**src/rtl/memory_stage_pipe.sv**
```systemverilog
// memory_stage_pipe: MEM stage between EX/MEM and MEM/WB.
// Drives a request/response data-memory port, stalls the pipeline while a
// load is outstanding, and registers the MEM/WB bundle every cycle.
// Ports:
//   clk, rst (async, active-low)
//   M-stage bundle : valid_m, RegWriteM, MemWriteM, MemReadM, ResultSrcM,
//                    funct3_m, RD_M, PCPlus4M, WriteDataM, ALU_ResultM
//   stall_m        : hold all M-stage inputs while high
//   memory request : mem_req, mem_we, mem_addr, mem_wstrb, mem_wdata, mem_gnt
//   memory response: mem_rvalid, mem_rdata, mem_s_err, mem_d_err
//   W-stage bundle : valid_w, RegWriteW, ResultSrcW, RD_W, PCPlus4W,
//                    ALU_ResultW, ReadDataW, misalign_w, bus_err_w, d_err_w
//   s_err_cnt      : saturating count of corrected load errors
module memory_stage_pipe #(
  parameter int unsigned XLEN    = 32,
  parameter int unsigned TIMEOUT = 255,
  parameter int unsigned CNT_W   = 16
) (
  input  logic              clk,
  input  logic              rst,
  input  logic              valid_m,
  input  logic              RegWriteM,
  input  logic              MemWriteM,
  input  logic              MemReadM,
  input  logic              ResultSrcM,
  input  logic [2:0]        funct3_m,
  input  logic [4:0]        RD_M,
  input  logic [XLEN-1:0]   PCPlus4M,
  input  logic [XLEN-1:0]   WriteDataM,
  input  logic [XLEN-1:0]   ALU_ResultM,
  output logic              stall_m,
  output logic              mem_req,
  output logic              mem_we,
  output logic [XLEN-1:0]   mem_addr,
  output logic [XLEN/8-1:0] mem_wstrb,
  output logic [XLEN-1:0]   mem_wdata,
  input  logic              mem_gnt,
  input  logic              mem_rvalid,
  input  logic [XLEN-1:0]   mem_rdata,
  input  logic              mem_s_err,
  input  logic              mem_d_err,
  output logic              valid_w,
  output logic              RegWriteW,
  output logic              ResultSrcW,
  output logic [4:0]        RD_W,
  output logic [XLEN-1:0]   PCPlus4W,
  output logic [XLEN-1:0]   ALU_ResultW,
  output logic [XLEN-1:0]   ReadDataW,
  output logic              misalign_w,
  output logic              bus_err_w,
  output logic              d_err_w,
  output logic [CNT_W-1:0]  s_err_cnt
);

  localparam int unsigned NB = XLEN / 8;
  localparam int unsigned OB = $clog2(NB);
  localparam int unsigned TW = $clog2(TIMEOUT + 1);
  localparam logic [XLEN-1:0] ONES = '1;

  typedef enum logic {IDLE, WAIT_R} state_t;

  state_t          state;
  logic [TW-1:0]   cnt;

  logic [OB-1:0]   off;
  int unsigned     sz_i;
  int unsigned     off_i;
  logic            misal_addr;
  logic            is_mem;
  logic            misalign;
  logic            mem_op;
  logic [XLEN-1:0] size_mask;
  logic [XLEN-1:0] rep;
  logic [XLEN-1:0] shifted;
  logic [XLEN-1:0] sbit_vec;
  logic            fill;
  logic [XLEN-1:0] load_data;
  logic            timeout_hit;
  logic            resp;
  logic            bus_err;
  logic            d_err;
  logic            complete;

  assign off = ALU_ResultM[OB-1:0];

  always_comb begin
    sz_i       = 32'd1 << funct3_m[1:0];
    off_i      = 32'(off);
    misal_addr = (sz_i > NB) || ((off_i & (sz_i - 32'd1)) != 32'd0);
    is_mem     = valid_m & (MemReadM | MemWriteM);
    misalign   = is_mem & misal_addr;
    mem_op     = is_mem & ~misal_addr;

    // Shifting by >= XLEN yields zero, so a full-width access gets an all-ones mask.
    size_mask  = ~(ONES << (8 * sz_i));

    // Store lane data: low sz bytes replicated at every sz-aligned lane.
    rep        = WriteDataM & size_mask;
    mem_wdata  = rep;
    for (int unsigned k = 1; k < NB; k++) begin
      if ((k % sz_i) == 0)
        mem_wdata = mem_wdata | (rep << (8 * k));
    end
    mem_wstrb  = NB'(((32'd1 << sz_i) - 32'd1) << off_i);
    mem_addr   = {ALU_ResultM[XLEN-1:OB], {OB{1'b0}}};
    mem_we     = MemWriteM;
    mem_req    = (state == IDLE) & mem_op;

    // Load extraction: align the field to bit 0, then sign/zero-extend.
    shifted    = mem_rdata >> (8 * off_i);
    sbit_vec   = shifted >> (8 * sz_i - 1);
    fill       = sbit_vec[0] & ~funct3_m[2];
    load_data  = (shifted & size_mask) | (fill ? ~size_mask : '0);

    timeout_hit = (cnt == TW'(TIMEOUT - 1));
    resp        = (state == WAIT_R) & mem_rvalid;
    bus_err     = (state == WAIT_R) & ~mem_rvalid & timeout_hit;
    d_err       = resp & mem_d_err;

    if (state == IDLE)
      complete = ~mem_op | (MemWriteM & mem_gnt);
    else
      complete = mem_rvalid | timeout_hit;
    stall_m = ~complete;
  end

  always_ff @(posedge clk or negedge rst) begin
    if (!rst) begin
      state       <= IDLE;
      cnt         <= '0;
      valid_w     <= 1'b0;
      RegWriteW   <= 1'b0;
      ResultSrcW  <= 1'b0;
      RD_W        <= '0;
      PCPlus4W    <= '0;
      ALU_ResultW <= '0;
      ReadDataW   <= '0;
      misalign_w  <= 1'b0;
      bus_err_w   <= 1'b0;
      d_err_w     <= 1'b0;
      s_err_cnt   <= '0;
    end else begin
      case (state)
        IDLE: begin
          cnt <= '0;
          if (mem_op & MemReadM & mem_gnt)
            state <= WAIT_R;
        end
        WAIT_R: begin
          if (complete) begin
            state <= IDLE;
            cnt   <= '0;
          end else begin
            cnt <= cnt + TW'(1);
          end
        end
        default: begin
          state <= IDLE;
          cnt   <= '0;
        end
      endcase

      if (complete) begin
        valid_w     <= valid_m;
        RegWriteW   <= RegWriteM & ~misalign & ~bus_err & ~d_err;
        ResultSrcW  <= ResultSrcM;
        RD_W        <= RD_M;
        PCPlus4W    <= PCPlus4M;
        ALU_ResultW <= ALU_ResultM;
        ReadDataW   <= (resp & MemReadM) ? load_data : '0;
        misalign_w  <= misalign;
        bus_err_w   <= bus_err;
        d_err_w     <= d_err;
      end else begin
        // Bubble: payload fields keep their previous values.
        valid_w    <= 1'b0;
        RegWriteW  <= 1'b0;
        misalign_w <= 1'b0;
        bus_err_w  <= 1'b0;
        d_err_w    <= 1'b0;
      end

      if (resp & mem_s_err & (s_err_cnt != '1))
        s_err_cnt <= s_err_cnt + CNT_W'(1);
    end
  end

endmodule

```
**config.mk**
```make
export PLATFORM = sky130hd
export DESIGN_NAME = memory_stage_pipe
export DESIGN_NICKNAME = d
export VERILOG_FILES = /design/src/rtl/memory_stage_pipe.sv
export SDC_FILE = /design/constraint.sdc
export NUM_CORES = 1
export LEC_CHECK = 0
export ABC_CLOCK_PERIOD_IN_PS = 6200
export BUFFER_PORTS_ARGS = -buffer_cell sky130_fd_sc_hd__clkbuf_2
export CAP_MARGIN = 10
export CORE_ASPECT_RATIO = 0.6
export CORE_MARGIN = 2
export CORE_UTILIZATION = 50
export DETAILED_ROUTE_END_ITERATION = 7
export PLACE_DENSITY_LB_ADDON = 0.25
export SLEW_MARGIN = 20
export SYNTH_ARGS = -nofsm -noshare
export SYNTH_HDL_FRONTEND = slang
export SYNTH_SLANG_ARGS = --single-unit
```
**constraint.sdc**
```tcl
create_clock -name clk -period 6.2 [get_ports clk]
set_input_delay 1.24 -clock clk [delete_from_list [all_inputs] [get_ports clk]]
set_output_delay 1.24 -clock clk [all_outputs]
set_load 0.03 [all_outputs]
```
==> reports/metrics.yaml, run 1 <==
hold_path:
  hold_path_class: "reg -> reg"
timing:
  fin_skew_ns: 0.00958
  hold_viol: 0
  final.min_clock_period_ns: 5.01
  setup_tns_ns: 0
  rsz0062_at_grt: "false"
  fmax_ghz: 0.200
  min_period_over_period_pct: 80.8
  drv_slew: 0
  setup_viol: 0
  maxSlewHeadroom_pct: 43.8
  tightest_slew_ns: 0.843
logic_synthesis:
  synth_top_family_by_area: "multiplexers"
  synth_compound_area_share_pct: 12.9
  ys.warnings.count: 0
  synth_cells: 639
  synthFlopType: "dfrtp_1"
  synth-xor-area-share_pct: 2.13
  synth-edff-count: 0
  synth_adder_area_share_pct: 2.51
  synth_simple_gate_area_share_pct: 11.1
  syn_area_um2: 6980
  ys_async_sr_fraction_pct: 100
  synthDistinctLibCells: 57
  synth-seq-cells: 132
  muxShareOfSynthArea_pct: 15.2
  syn-mean-instance-area_um2: 10.9
  ys_seq_area_share_pct: 47.3
cts:
  postCtsSetupBuffers: 0
  clk_pin_slew_worst_paths_ns: 0.06
  numCtsBuffers: 17
  htree_levels: 4
  cts_resized: 0
  cts_tree: "yes"
  clock_path_buffers: 2
  cts-root-buf: "clkbuf_16"
  clkSinkCount: 132
  clock_latency_ns: 0.41
  hold_buffers: 0
floorplanning:
  die_area_um2: 14900
  die_h_um: 95.5
  core_area_um2: 13600
  initial_core_util_pct: 51.2
  io_pins: 341
  die_w_um: 156
  rows: 33
placed_design:
  portBuffers: 338
  gp_congestion: 0.888
  dpl.hpwl_um: 14700
  place_area_um2: 8520
final_layout:
  area_growth_pct: 31.5
  diodes: 0
  layout.nets: 1095
  fillCellCount: 1112
  drive_gt1_share_pct: 46.5
  fin_area_um2: 9170
critical_path:
  start_kind: "input port"
  crit_family: "buffers and inverters"
  crit_arrival_ns: 3.77
  slowest_delay_ns: 0.45
  critPathKind: "in -> out"
  critical_path.max_fanout: 12
  worstPathRequired_ns: 4.96
  path_cells: "clkbuf_2, inv_1, ha_1, clkinv_1, ha_1, nor2b_1, nor4_4, a21boi_4, inv_1, clkbuf_2"
  path_buf_inv: 5
  end_kind: "output port"
  critPathSlowestCell: "ha_1"
power:
  p_per_area_nw_per_um2: 279
  p_leak_uw: 0.00462
  ir_drop_mv: 0.167
status:
  status: "finished, final reports clean"
run:
  maxCapViolations: 0
drt:
  routed_via_density: 5.31
  drc_errors: 0
  dr.first_iter.drc_count: 413
  wl_per_cell_um: 17.3
  ant_nets: 0
  vias: 5959
  drtPass1Iterations: 5
  wirelength_um: 19400
global_routing:
  grt_pass1_vias: 5607
  grt_max_degree: 104
  grt_overflow_total: 0
  grt_usage_pct: 25.6
  antenna_found_initial: 0
  grt_pass1_wl_um: 29700
power by group:
| group | switching, µW | internal, µW |
|---|---|---|
| Combinational | 341 | 168 |
| Clock | 387 | 719 |
| Sequential | 32.0 | 912 |
| Total | 760 | 1800 |
registers in the layout (all words and copies together), names as in the netlist:
signal / flops
ALU_ResultW: 32
PCPlus4W: 32
ReadDataW: 32
s_err_cnt: 16
cnt: 8
RD_W: 5
RegWriteW: 1
ResultSrcW: 1
bus_err_w: 1
d_err_w: 1
misalign_w: 1
state: 1
valid_w: 1
cell usage after synthesis, drive strengths merged, types with 4 or more instances:
cell	n	area, µm²
o2111ai	12	130
mux2i	16	160
a21oi	13	65.1
nand3	14	70.1
a221o	8	80.1
nand4	5	31.3
a22o	8	70.1
dfrtp	132	3300
a21boi	9	71.3
o21ai	13	65.1
nor2b	4	25.0
o211ai	40	300
nor4	6	52.6
clkbuf	13	50.0
or3	8	50.1
nor2	22	82.6
nand2	49	184
nand2b	11	68.8
ha	14	175
xnor2	8	70.1
buf	52	363
inv	51	191
mux2	80	901
and3	8	50.1
xor2	9	78.8
cell families (layout without fill, tap and decap cells):
family,Yosys count,after routing
XOR/XNOR,17,17
other,1,2
buffers and inverters,118,425
adder cells (fa/ha/maj),14,14
flip-flops,132,132
AO/OA/AOI/OAI,113,113
AND/OR/NAND/NOR,148,148
multiplexers,96,96
layout make-up:
type                       instances  area (µm²)  area share, %
sequential                       132        3300           36.0
multi-input combinational        390        3070           33.5
timing repair buffer             340        1730           18.8
clock buffer                      18         429           4.68
clock inverter                    14         225           2.45
tap                              175         219           2.39
inverter                          53         199           2.17
routing by layer:
layer	part of all wire, %	wire length (µm)	GRT usage, %	vias to the layer above
li1	-	-	-	2821
met1	44	8480	35.2	2840
met2	46	8910	39.5	271
met3	9.2	1780	8.05	27
met4	1.3	256	6.88	0
met5	0	0	0	-
cells in the final DEF (no fill, tap or decap), drive strengths merged, types with 4 or more instances in the layout:
master | netlist | layout
clkbuf | 13 | 355
dfrtp | 132 | 132
mux2 | 80 | 80
inv | 51 | 53
nand2 | 49 | 49
o211ai | 40 | 40
nor2 | 22 | 22
mux2i | 16 | 16
nand3 | 14 | 14
ha | 14 | 14
a21oi | 13 | 13
o21ai | 13 | 13
o2111ai | 12 | 12
nand2b | 11 | 11
xor2 | 9 | 9
a21boi | 9 | 9
clkinv | 2 | 9
and3 | 8 | 8
xnor2 | 8 | 8
a221o | 8 | 8
a22o | 8 | 8
or3 | 8 | 8
nor4 | 6 | 6
nand4 | 5 | 5
bufinv | 0 | 5
nor2b | 4 | 4
path summary, 6_finish.rpt:
kind                         startpoint               to  slack (ns)  cells past startpoint
min in group asynchronous           rst     PCPlus4W[31]        0.81                      1
max in group asynchronous           rst  ALU_ResultW[15]        4.08                      2
setup reg to reg                 cnt[0]     PCPlus4W[14]        3.70                      7
hold / removal             PCPlus4W[16]     PCPlus4W[16]        0.49                      1
hold reg to reg            PCPlus4W[16]     PCPlus4W[16]        0.49                      1
setup / recovery            funct3_m[1]          stall_m        1.19                     10
stage by stage:
stage | worst slack, ns | hold WS (ns) | power [µW] | std cells | util (%)
floorplan | 1.70 | 0.494 | 1290 | 640 | -
global placement | 1.38 | 0.467 | 1460 | 1090 | 62.5
detailed placement | 1.24 | 0.475 | 1470 | 1090 | 62.5
CTS | 1.24 | 0.489 | 2580 | 1122 | 67.3
global route | 0.963 | 0.499 | 2660 | 1122 | 67.3
finish | 1.19 | 0.485 | 2560 | 1122 | 67.3
No activity file was read; power rests on OpenSTA's default activity.
==> run 2: changes to the inputs <==
Settings changed: ABC_CLOCK_PERIOD_IN_PS 6200 to 4800, CORE_UTILIZATION 50 to 47.
Clock period 6.2 ns to 4.8 ns, I/O delays scaled along.
==> run 2 against run 1 <==
  * Sequential power grew 29%
  * Die area grew 6.2%
  * Non-clock buffer count grew 5
  * Sequential share of layout area grew 0.074 points
  * Clock skew grew 0.0064 ns
  * Final cell count grew 2.5%
  * Clock power grew 14%
  * Register-to-register slack lost 1.4 ns
  * Total power grew 23%
  * Largest cell class unchanged
  * Largest power group unchanged
==> reports/metrics.yaml, run 2 (synthesis gave the netlist of run 1 again) <==
timing:
  hold_viol: 0  # unchanged
  setup_tns_ns: 0  # unchanged
  maxSlewHeadroom_pct: 39.8  # -4.0 points
  drv_slew: 0  # unchanged
  fmax_ghz: 0.244
  setup_viol: 0  # unchanged
  tightest_slew_ns: 0.903  # +0.0599 ns
  final.min_clock_period_ns: 4.10
  fin_skew_ns: 0.0160  # +0.00639 ns
  min_period_over_period_pct: 85.3
  rsz0062_at_grt: "false"
final_layout:
  seq_area_um2: 3300  # unchanged
  final_common_cell: "clkbuf_2"
  mostFrequentLayoutCells: "clkbuf_2 (337), dfrtp_1 (132), mux2_2 (54), inv_1 (51), nand2_1 (49)"
  layout.nets: 1100  # +0.46%
  area_growth_pct: 31.2
  post-route-util_pct: 63.1  # -4.2 points
  drive_gt1_share_pct: 46.7  # +0.28 points
  fillCellCount: 1215  # +9.3%
  multi_input_area_um2: 3070  # unchanged
  diodes: 0  # unchanged
  reg_top3: "ALU_ResultW (32), PCPlus4W (32), ReadDataW (32)"
cts:
  htree_levels: 4  # unchanged
  clock_latency_ns: 0.42  # about the same
  numCtsBuffers: 17  # unchanged
  clkSinkCount: 132  # unchanged
  clock_path_buffers: 2  # unchanged
  cts_resized: 0  # unchanged
  cts-root-buf: "clkbuf_16"
  cts_tree: "yes"
  hold_buffers: 0  # unchanged
  clk_pin_slew_worst_paths_ns: 0.06  # about the same
  postCtsSetupBuffers: 0  # unchanged
global_routing:
  grt_max_degree: 104  # unchanged
  grt_pass1_wl_um: 29800  # +0.28%
  grt_usage_pct: 23.8  # -1.9 points
  grt_pass1_vias: 5650  # +0.77%
  antenna_found_initial: 0  # unchanged
  grt_overflow_total: 0  # unchanged
critical_path:
  end_kind: "output port"
  worstPathRequired_ns: 3.84  # -1.12 ns
  critPathSlowestCell: "ha_1"
  slowest_delay_ns: 0.44  # about the same
  rr_worst_depth: 7  # unchanged
  path_cells: "clkbuf_2, inv_1, ha_1, clkinv_1, ha_1, nor2b_1, nor4_4, a21boi_4, inv_1, clkbuf_2"
  critPathKind: "in -> out"
  start_kind: "input port"
  critical_path.max_fanout: 12  # unchanged
  crit_arrival_ns: 3.14  # -0.63 ns
placed_design:
  gp_congestion: 0.874  # -1.6%
  dpl.hpwl_um: 14400  # -2.0%
  portBuffers: 338  # unchanged
power:
  combPwrFrac_pct: 21.0  # +1.1 points
  switching_share_pct: 32.3  # +2.6 points
  clkPwrFrac_pct: 40.2  # -3.0 points
  p_leak_uw: 0.00459  # -0.70%
  p_per_area_nw_per_um2: 343  # +23%
  pwr-share-seq_pct: 38.8  # +1.9 points
  p_int_uw: 2120  # +18%
  ir_drop_mv: 0.243  # +46%
  p_sw_uw: 1010  # +33%
floorplanning:
  io_pins: 341  # unchanged
  die_w_um: 161  # +3.1%
  die_area_um2: 15900  # +6.2%
  die_h_um: 98.4  # +3.0%
  rows: 34  # +3.0%
  initial_core_util_pct: 48.1  # -3.1 points
  core_area_um2: 14500  # +6.5%
hold_path:
  hold_depth: 1  # unchanged
  hold_path_class: "reg -> reg"
drt:
  routed_via_density: 5.23  # -1.5%
  drc_errors: 0  # unchanged
  vias: 6014  # +0.92%
  drtPass1Iterations: 5  # unchanged
  wl_per_cell_um: 16.5  # -4.7%
  wirelength_um: 19000  # -2.3%
  ant_nets: 0  # unchanged
  dr.first_iter.drc_count: 519  # +26%
status:
  status: "finished, final reports clean"
run:
  maxCapViolations: 0  # unchanged
==> run 2: cell types whose count changed in the layout (fill, tap and decap cells not counted), sizes merged <==
cell	delta
buf	+5
bufinv	-4
clkinv	-7
clkinvlp	+5
inv	+6
==> run 2: worst paths after layout <==
kind | from | to | slack [ns]
min in group asynchronous | rst | ALU_ResultW[9] | 0.59
max | funct3_m[1] | stall_m | 0.70
max reg2reg | cnt[0] | ALU_ResultW[0] | 2.26
min reg2reg | PCPlus4W[19] | PCPlus4W[19] | 0.48
min | PCPlus4W[19] | PCPlus4W[19] | 0.48
max in group asynchronous | rst | PCPlus4W[19] | 3.13
==> run 2: layout make-up <==
type / instances / share of cell area (%)
Multi-Input combinational cell: 390 / 33.6
Timing Repair Buffer: 345 / 19.3
Clock inverter: 14 / 1.53
Tap cell: 198 / 2.71
Sequential cell: 132 / 36.1
Clock buffer: 18 / 4.69
Inverter: 53 / 2.17
==> run 2: per-layer routing <==
| metal | part of all wire [%] | up-vias | wire length [µm] | GRT usage [%] |
|---|---|---|---|---|
| met5 | 0 | - | 0 | 0 |
| met4 | 1.0 | 0 | 197 | 5.49 |
| met3 | 8.3 | 16 | 1570 | 7.65 |
| met2 | 44 | 252 | 8330 | 34.5 |
| met1 | 47 | 2904 | 8880 | 34.6 |
| li1 | - | 2842 | - | - |
==> run 2: stage by stage <==
| stage | total power, µW | setup slack (ns) | cell area [µm²] | cells | hold slack [ns] |
|---|---|---|---|---|---|
| final | 3140 | 0.704 | 9160 | 1150 | 0.483 |
| after global routing | 3280 | 0.538 | 9160 | 1150 | 0.501 |
| after CTS | 3170 | 0.732 | 9160 | 1150 | 0.491 |
| after detailed placement | 1900 | 0.737 | 8590 | 1118 | 0.477 |
| after floorplan | 1670 | 0.863 | 6980 | 640 | 0.494 |
| after global placement | 1890 | 0.839 | 8590 | 1118 | 0.469 |
==> run 2: power groups by stage <==
stage | logic, µW | clock network [µW] | registers, µW
floorplan | 307 | 0 | 1360
global placement | 655 | 0 | 1240
detailed placement | 660 | 0 | 1240
CTS | 662 | 1290 | 1220
global route | 703 | 1350 | 1220
finish | 658 | 1260 | 1220
==> run 2: worst max-delay path: cells and delay by family <==
family,cells,cell delay (ns)
AOI/OAI and AO/OA,1,0.27
adders and majority gates,2,0.81
buffers and inverters,5,0.69
and+or+nand+nor,2,0.39
